[config.mk]
export PLATFORM = sky130hd
export DESIGN_NAME = mmio_uart_tx
export DESIGN_NICKNAME = d
export VERILOG_FILES = /design/src/rtl/mmio_uart_tx.sv
export SDC_FILE = /design/constraint.sdc
export NUM_CORES = 1
export LEC_CHECK = 0
export BUFFER_PORTS_ARGS = -buffer_cell sky130_fd_sc_hd__buf_4
export CORE_MARGIN = 2
export CORE_UTILIZATION = 55
export CTS_BUF_LIST = sky130_fd_sc_hd__clkbuf_4
export DETAILED_ROUTE_END_ITERATION = 8
export PLACE_DENSITY = 0.89
export SLEW_MARGIN = 5
export SYNTH_ARGS = -nofsm -noshare
export SYNTH_HDL_FRONTEND = slang
export SYNTH_SLANG_ARGS = --single-unit
[constraint.sdc]
create_clock -name clk -period 3.75 [get_ports clk]
set_clock_uncertainty 0.05 [all_clocks]
set_input_delay 0.375 -clock clk [delete_from_list [all_inputs] [get_ports clk]]
set_output_delay 0.375 -clock clk [all_outputs]
set_load 0.005 [all_outputs]
[src/rtl/mmio_uart_tx.sv]
// rtl/mmio_uart_tx.sv - memory-mapped 8N1 UART transmitter with byte FIFO and status register
module mmio_uart_tx #(
    parameter logic [31:0] BASE_ADDR    = 32'h0001_0000,
    parameter int          CLKS_PER_BIT = 16,
    parameter int          FIFO_DEPTH   = 8
) (
    input  logic        clk,
    input  logic        n_reset,
    input  logic [31:0] dataAddr,
    input  logic [31:0] writeData,
    input  logic        we,
    output logic [31:0] readData,
    output logic        hit,
    output logic        tx
);
    localparam int AW = $clog2(FIFO_DEPTH);
    localparam int CW = AW + 1;
    localparam int BW = $clog2(CLKS_PER_BIT);

    localparam logic [31:0]   STATUS_ADDR = BASE_ADDR + 32'd4;
    localparam logic [CW-1:0] DEPTH_C     = CW'(FIFO_DEPTH);
    localparam logic [BW-1:0] LAST_BAUD   = BW'(CLKS_PER_BIT - 1);

    localparam logic [1:0] IDLE  = 2'd0;
    localparam logic [1:0] START = 2'd1;
    localparam logic [1:0] DATA  = 2'd2;
    localparam logic [1:0] STOP  = 2'd3;

    logic [7:0]    fifoMem [FIFO_DEPTH];
    logic [AW-1:0] wrPtr;
    logic [AW-1:0] rdPtr;
    logic [CW-1:0] count;
    logic          overflow;

    logic [1:0]    state;
    logic [BW-1:0] baudCnt;
    logic [2:0]    bitCnt;
    logic [7:0]    shiftReg;
    logic          txReg;

    logic hitData;
    logic hitStatus;
    logic full;
    logic empty;
    logic pushReq;
    logic pushOk;
    logic pop;
    logic baudDone;
    logic unusedWriteBits;

    assign hitData   = (dataAddr == BASE_ADDR);
    assign hitStatus = (dataAddr == STATUS_ADDR);
    assign hit       = hitData | hitStatus;

    assign full     = (count == DEPTH_C);
    assign empty    = (count == '0);
    assign baudDone = (baudCnt == LAST_BAUD);

    // Acceptance looks only at the pre-edge count, so a pop in the same edge cannot rescue a full push.
    assign pushReq = we & hitData;
    assign pushOk  = pushReq & ~full;
    assign pop     = ~empty & ((state == IDLE) | ((state == STOP) & baudDone));

    assign unusedWriteBits = ^writeData[31:8];

    always_comb begin
        readData = '0;
        if (hitStatus) begin
            readData = {16'h0000, 8'(count), 4'h0, overflow, (state != IDLE), empty, full};
        end
    end

    always_ff @(posedge clk) begin
        if (pushOk) begin
            fifoMem[wrPtr] <= writeData[7:0];
        end
    end

    always_ff @(posedge clk) begin
        if (!n_reset) begin
            wrPtr    <= '0;
            rdPtr    <= '0;
            count    <= '0;
            overflow <= 1'b0;
        end else begin
            if (pushOk) begin
                wrPtr <= wrPtr + AW'(1);
            end
            if (pop) begin
                rdPtr <= rdPtr + AW'(1);
            end
            count <= count + CW'(pushOk) - CW'(pop);
            if (pushReq && full) begin
                overflow <= 1'b1;
            end else if (we && hitStatus && writeData[3]) begin
                overflow <= 1'b0;
            end
        end
    end

    // tx is registered from the current state, so the line lags the FSM by one cycle.
    always_ff @(posedge clk) begin
        if (!n_reset) begin
            state    <= IDLE;
            baudCnt  <= '0;
            bitCnt   <= '0;
            shiftReg <= '0;
            txReg    <= 1'b1;
        end else begin
            txReg <= (state == START) ? 1'b0 : (state == DATA) ? shiftReg[0] : 1'b1;
            case (state)
                IDLE: begin
                    if (pop) begin
                        shiftReg <= fifoMem[rdPtr];
                        baudCnt  <= '0;
                        state    <= START;
                    end
                end
                START: begin
                    if (baudDone) begin
                        baudCnt <= '0;
                        bitCnt  <= '0;
                        state   <= DATA;
                    end else begin
                        baudCnt <= baudCnt + BW'(1);
                    end
                end
                DATA: begin
                    if (baudDone) begin
                        baudCnt  <= '0;
                        shiftReg <= shiftReg >> 1;
                        if (bitCnt == 3'd7) begin
                            state <= STOP;
                        end else begin
                            bitCnt <= bitCnt + 3'd1;
                        end
                    end else begin
                        baudCnt <= baudCnt + BW'(1);
                    end
                end
                STOP: begin
                    if (baudDone) begin
                        baudCnt <= '0;
                        if (pop) begin
                            shiftReg <= fifoMem[rdPtr];
                            state    <= START;
                        end else begin
                            state <= IDLE;
                        end
                    end else begin
                        baudCnt <= baudCnt + BW'(1);
                    end
                end
                default: state <= IDLE;
            endcase
        end
    end

    assign tx = txReg;
endmodule

== Word-level counts from Yosys, hierarchy flattened ==
Memory sizes are Yosys's and may differ from the RTL's. A register that Yosys moved wholly into a read port is not among the register bits.
Cells that the tools add are included.

* Output and inout bits: 34
* Logic and storage cells: 78
* Bits in registers: 29
* Memories kept: 1
* RAM bits: 64

* Eq/ne operators: 14
* Bitwise gates (word level): 8
* Multiplexer cells: 27
* Reductions and logical operators: 13
* Add/sub/neg operators: 6

{| class="wikitable"
|+ Memories
! memory !! words !! width !! read ports !! clocked after Yosys merged registers in !! write ports !! RTL line !! RTL
|-
| fifoMem || 8 || 8 || 1 || 1 || 1 || 29 || <nowiki>logic [7:0] fifoMem [FIFO_DEPTH];</nowiki>
|}

{| class="wikitable"
|+ Operator list
! cell !! count
|-
| $eq 32x17->1 const B || 2
|-
| $mux 8 || 3
|-
| $pmux 8 s3 || 1
|-
| $mux 3 || 5
|-
| $mux 12 || 1
|-
| $mux 2 || 5
|-
| $ne 2x2->1 const B || 5
|-
| $add 3x1->3 const B || 3
|-
| $eq 4x4->1 const B || 2
|-
| $mux 4 || 2
|-
| $pmux 2 s4 || 1
|-
| $pmux 4 s2 || 1
|-
| $mux 1 || 7
|-
| $pmux 3 s2 || 1
|-
| $reduce_bool 2->1 || 3
|-
| $reduce_and 5->1 || 1
|-
| $add 4x1->4 || 1
|-
| $add 4x1->4 const B || 1
|-
| $and 1x1->1 || 4
|-
| $eq 2x2->1 const B || 2
|-
| $logic_not 4->1 || 1
|-
| $reduce_and 4->1 || 1
|-
| $sub 4x1->4 || 1
|-
| $eq 3x3->1 const B || 1
|-
| 9 further kinds || 13
|}

== Longest topological paths before layout ==
* Depth in word-level cells: 7
* Mapped depth: 13

== Worst setup path before layout ==
No wires, ideal clock.

* Kind: input-to-reg
* Start point: input dataAddr[13]
* End point: register count[2]
* Path buffers: 1
* Path slack: 1.148 ns
* Required time: 3.585 ns
* Library setup time: 0.115 ns
* Arrival time: 2.437 ns
* Stages on the path: 11
* Path through: nor4_1 > nand4_1 > nor4_2 > buf_4 > inv_1 > ha_1 > inv_1 > ha_1 > fa_1 > xor2_1 > and2_1

* Longest elaborated chain between the ends: 5

{| class="wikitable"
|+ RTL lines
! what !! RTL line !! RTL
|-
| from (decl) || 9 || <nowiki>input logic [31:0] dataAddr,</nowiki>
|-
| $eq 32x17->1 || 51 || <nowiki>assign hitData = (dataAddr == BASE_ADDR);</nowiki>
|-
| $and 1x1->1 || 60 || <nowiki>assign pushReq = we & hitData;</nowiki>
|-
| $and 1x1->1 || 61 || <nowiki>assign pushOk = pushReq & ~full;</nowiki>
|-
| $add 4x1->4 || 92 || <nowiki>count <= count + CW'(pushOk) - CW'(pop);</nowiki>
|-
| $sub 4x1->4 || 92 ||
|-
| to (signal assigned) || 92 ||
|-
| to (decl) || 32 || <nowiki>logic [CW-1:0] count;</nowiki>
|}

No other way between the ends.
A chain may end at the register's enable or synchronous reset.

== Final worst setup path ==
* Start point: register state[0]
* End point: register count[2]

* Longest elaborated chain between the ends: 5

{| class="wikitable"
|+ RTL lines
! what !! RTL line !! RTL
|-
| from (decl) || 35 || <nowiki>logic [1:0] state;</nowiki>
|-
| from (signal assigned) || 104 || <nowiki>state <= IDLE;</nowiki>
|-
| from (signal assigned) || 116 || <nowiki>state <= START;</nowiki>
|-
| from (signal assigned) || 123 || <nowiki>state <= DATA;</nowiki>
|-
| $eq 2x2->1 || 62 || <nowiki>assign pop = ~empty & ((state == IDLE) | ((state == STOP) & baudDone));</nowiki>
|-
| $and 1x1->1 || 62 ||
|-
| $or 1x1->1 (*) || 62 ||
|-
| $and 1x1->1 (*) || 62 ||
|-
| $sub 4x1->4 (*) || 92 ||
|}

Mark *: on every way between the ends. The rest lies on a longest branch, timed or not.

==> impl_metrics.ini <==
[clock_network]
cts_setup_buffers = 0
cts_resized = 0
root_buffer = clkbuf_4
cts_max_level = 3
cts_buffers = 9
cts_num_sinks = 96
clk_latency_ns = 0.46
clk_pin_slew_worst_paths_ns = 0.17
cts_max_path_buffers = 2
cts_tree = yes
holdBufCountCts = 0

[critical_path]
worstPathRequired_ns = 4.07
worstPathArrival_ns = 2.99
cp_max_fo = 6
start_kind = flop
path_class = reg2reg
cp-end-kind = flop

[global_routing]
grt_use_total_pct = 18.4
grt_max_degree = 31
grt_pass1_wl_mm = 12.3
grt_pass1_vias = 2576
grt_antenna_before_repair = 0
overflow = 0

[routing]
dr.pass1.iters = 4
drt_iter0_markers = 166
drc_errors = 0
vias = 2705
wl_mm = 7.76
drt-wirelength-per-cell_microns = 16.0
drtAntennaViolNets = 0
vias_per_cell = 5.57

[cells_and_area]
fillers = 555
multi_input_area_sq_um = 1640
fin_cells = 486
area_growth_pct = 11.5
antenna_cells = 0
final_layout_size_suffix_gt1_share_pct = 24.7
seq_area_sq_um = 2560
nets = 463

[yosys]
synth_top_family_by_area = simple AND/OR/NAND/NOR gates
synthXorXnorAreaFrac_pct = 0.785
async_flop_share_pct = 0
synth_compound_gate_area_share_pct = 6.34
ys.flop_type = edfxtp_1
synth_cells = 329
synth_edf_count = 64
syn-cell-area_sq_um = 4460
avgSynthCellArea_sq_um = 13.6
yosysTopAreaCellShare_pct = 43.1
yosys.area.top_type = edfxtp_1
yosys-top-cells-count = edfxtp_1 (64), dfxtp_1 (32), buf_4 (25)
yosys.area_share.simple_pct = 12.9
synthAdderAreaFrac_pct = 4.94
synth_cell_types = 52
yosysWarnings = 0
seq_area_frac_synth_pct = 57.4
ys_seq_elements = 96
yosysMostFrequentCell = edfxtp_1
yosys-top-cells-area = edfxtp_1 (43%), dfxtp_1 (14%), mux4_2 (8.1%)
muxShareOfSynthArea_pct = 9.87

[power]
vdd_drop_max_v = 0.000320
p_comb_share_pct = 30.3
p_leak_nw = 1.86
p_clk_share_pct = 20.9
power.density_nw_per_um2 = 533
switching_share_pct = 32.8
p_sw_mw = 0.869
p_int_mw = 1.78
seqPwrFrac_pct = 48.8

[timing]
min_period_ns = 2.67
whs_ns = 0.0780
tns_ns = 0
slew_headroom_pct = 47.1
max_freq_ghz = 0.374
hold_violations = 0
fin_crit_sh_pct = 71.3
tightest_slew_ns = 0.793
drv_slew = 0
setup_violations = 0
rsz0062_at_grt = no

[outcome]
status = completed

[floorplan]
io_pins = 101
die_h_microns = 94.1
die-area_sq_um = 8850
die_w_microns = 94.1
start_util_pct = 57.1
coreArea_sq_um = 7810
rows = 32

[placed_design]
port_buffers = 52
dp.cells = 470
dpl.hpwl_mm = 5.38
gp_congestion = 0.751

[run]
maxCapViolations = 0

[min_path]
hp-class = in2reg
[final timing paths]
kind | startpoint | end | slack, ns | depth (start not counted)
worst min register to register | overflow | overflow | 0.45 | 2
worst max register to register | state[0] | count[2] | 1.08 | 10
worst min-delay path | writeData[1] | fifoMem[3][1] | 0.08 | 1
worst max-delay path | state[0] | count[2] | 1.08 | 10
[area by class of cell]
type / count / area share [%]
inverter: 17 / 1.28
tap: 102 / 2.57
multi-input combinational: 198 / 33.0
clock inverter: 7 / 1.64
timing repair buffer: 57 / 8.60
clock buffer: 9 / 1.36
sequential: 96 / 51.5
[cells by family (layout without fill, tap and decap cells)]
kind of cell,after synthesis,count (layout)
flops,96,96
compound gates,40,40
other cells,1,24
mux,24,24
fa+ha+maj,17,17
simple gates,89,89
xor+xnor,4,4
buf+inv,58,90
[layer usage]
| layer | part of all wire, % | GRT usage (%) |
|---|---|---|
| met1 | 41 | 23.7 |
| met2 | 52 | 30.6 |
| met3 | 5.5 | 3.85 |
| met4 | 1.7 | 7.73 |
| met5 | 0 | 0 |
[metrics by stage]
stage / setup WS, ns / cell area [sq um] / util (%) / total power [mW]
after global routing: 0.909 / 4970 / 63.7 / 2.80
after global placement: 0.796 / 4820 / 61.8 / 2.08
final: 1.08 / 4970 / 63.7 / 2.65
after CTS: 1.09 / 4970 / 63.7 / 2.66
after floorplan: 1.15 / 4550 / - / 1.97
after detailed placement: 0.740 / 4820 / 61.8 / 2.12
[flip-flops by register name, summed over array words and instances, names as in the netlist, named ones only]
name and flops:
fifoMem 64, shiftReg 8, baudCnt 4, count 4, bitCnt 3, rdPtr 3, wrPtr 3, state 2
overflow 1, tx 1
[cells in the final DEF, fill, tap and decap left out, types with 8 or more instances in the layout]
cell | netlist | layout
ha_1 | 16 | 16
a21oi_1 | 10 | 10
edfxtp_1 | 64 | 64
buf_4 | 25 | 57
clkbuf_4 | 0 | 9
mux4_2 | 16 | 16
nor2b_1 | 9 | 9
conb_1 | 1 | 24
dfxtp_1 | 32 | 32
nor4_1 | 13 | 13
a22o_1 | 8 | 8
mux2i_1 | 8 | 8
and2_1 | 13 | 13
inv_1 | 16 | 16
[critical path, cell delays in order (launching register included)]
cell and delay [ns]:
dfxtp_1 0.46, inv_1 0.11, ha_1 0.28, a41o_1 0.25, and2_1 0.21, ha_1 0.28, inv_1 0.04, ha_1 0.20
fa_1 0.39, xor2_1 0.17, and2_1 0.15
[power by group through the flow]
stage	clock network (mW)	logic, mW	registers [mW]
2_1_floorplan	0	0.696	1.27
3_3_place_gp	0	0.764	1.31
3_5_place_dp	0	0.804	1.32
4_1_cts	0.562	0.808	1.29
5_1_grt	0.604	0.893	1.31
6_report	0.555	0.804	1.29
Note: power is estimated with default switching activity, not from simulation.
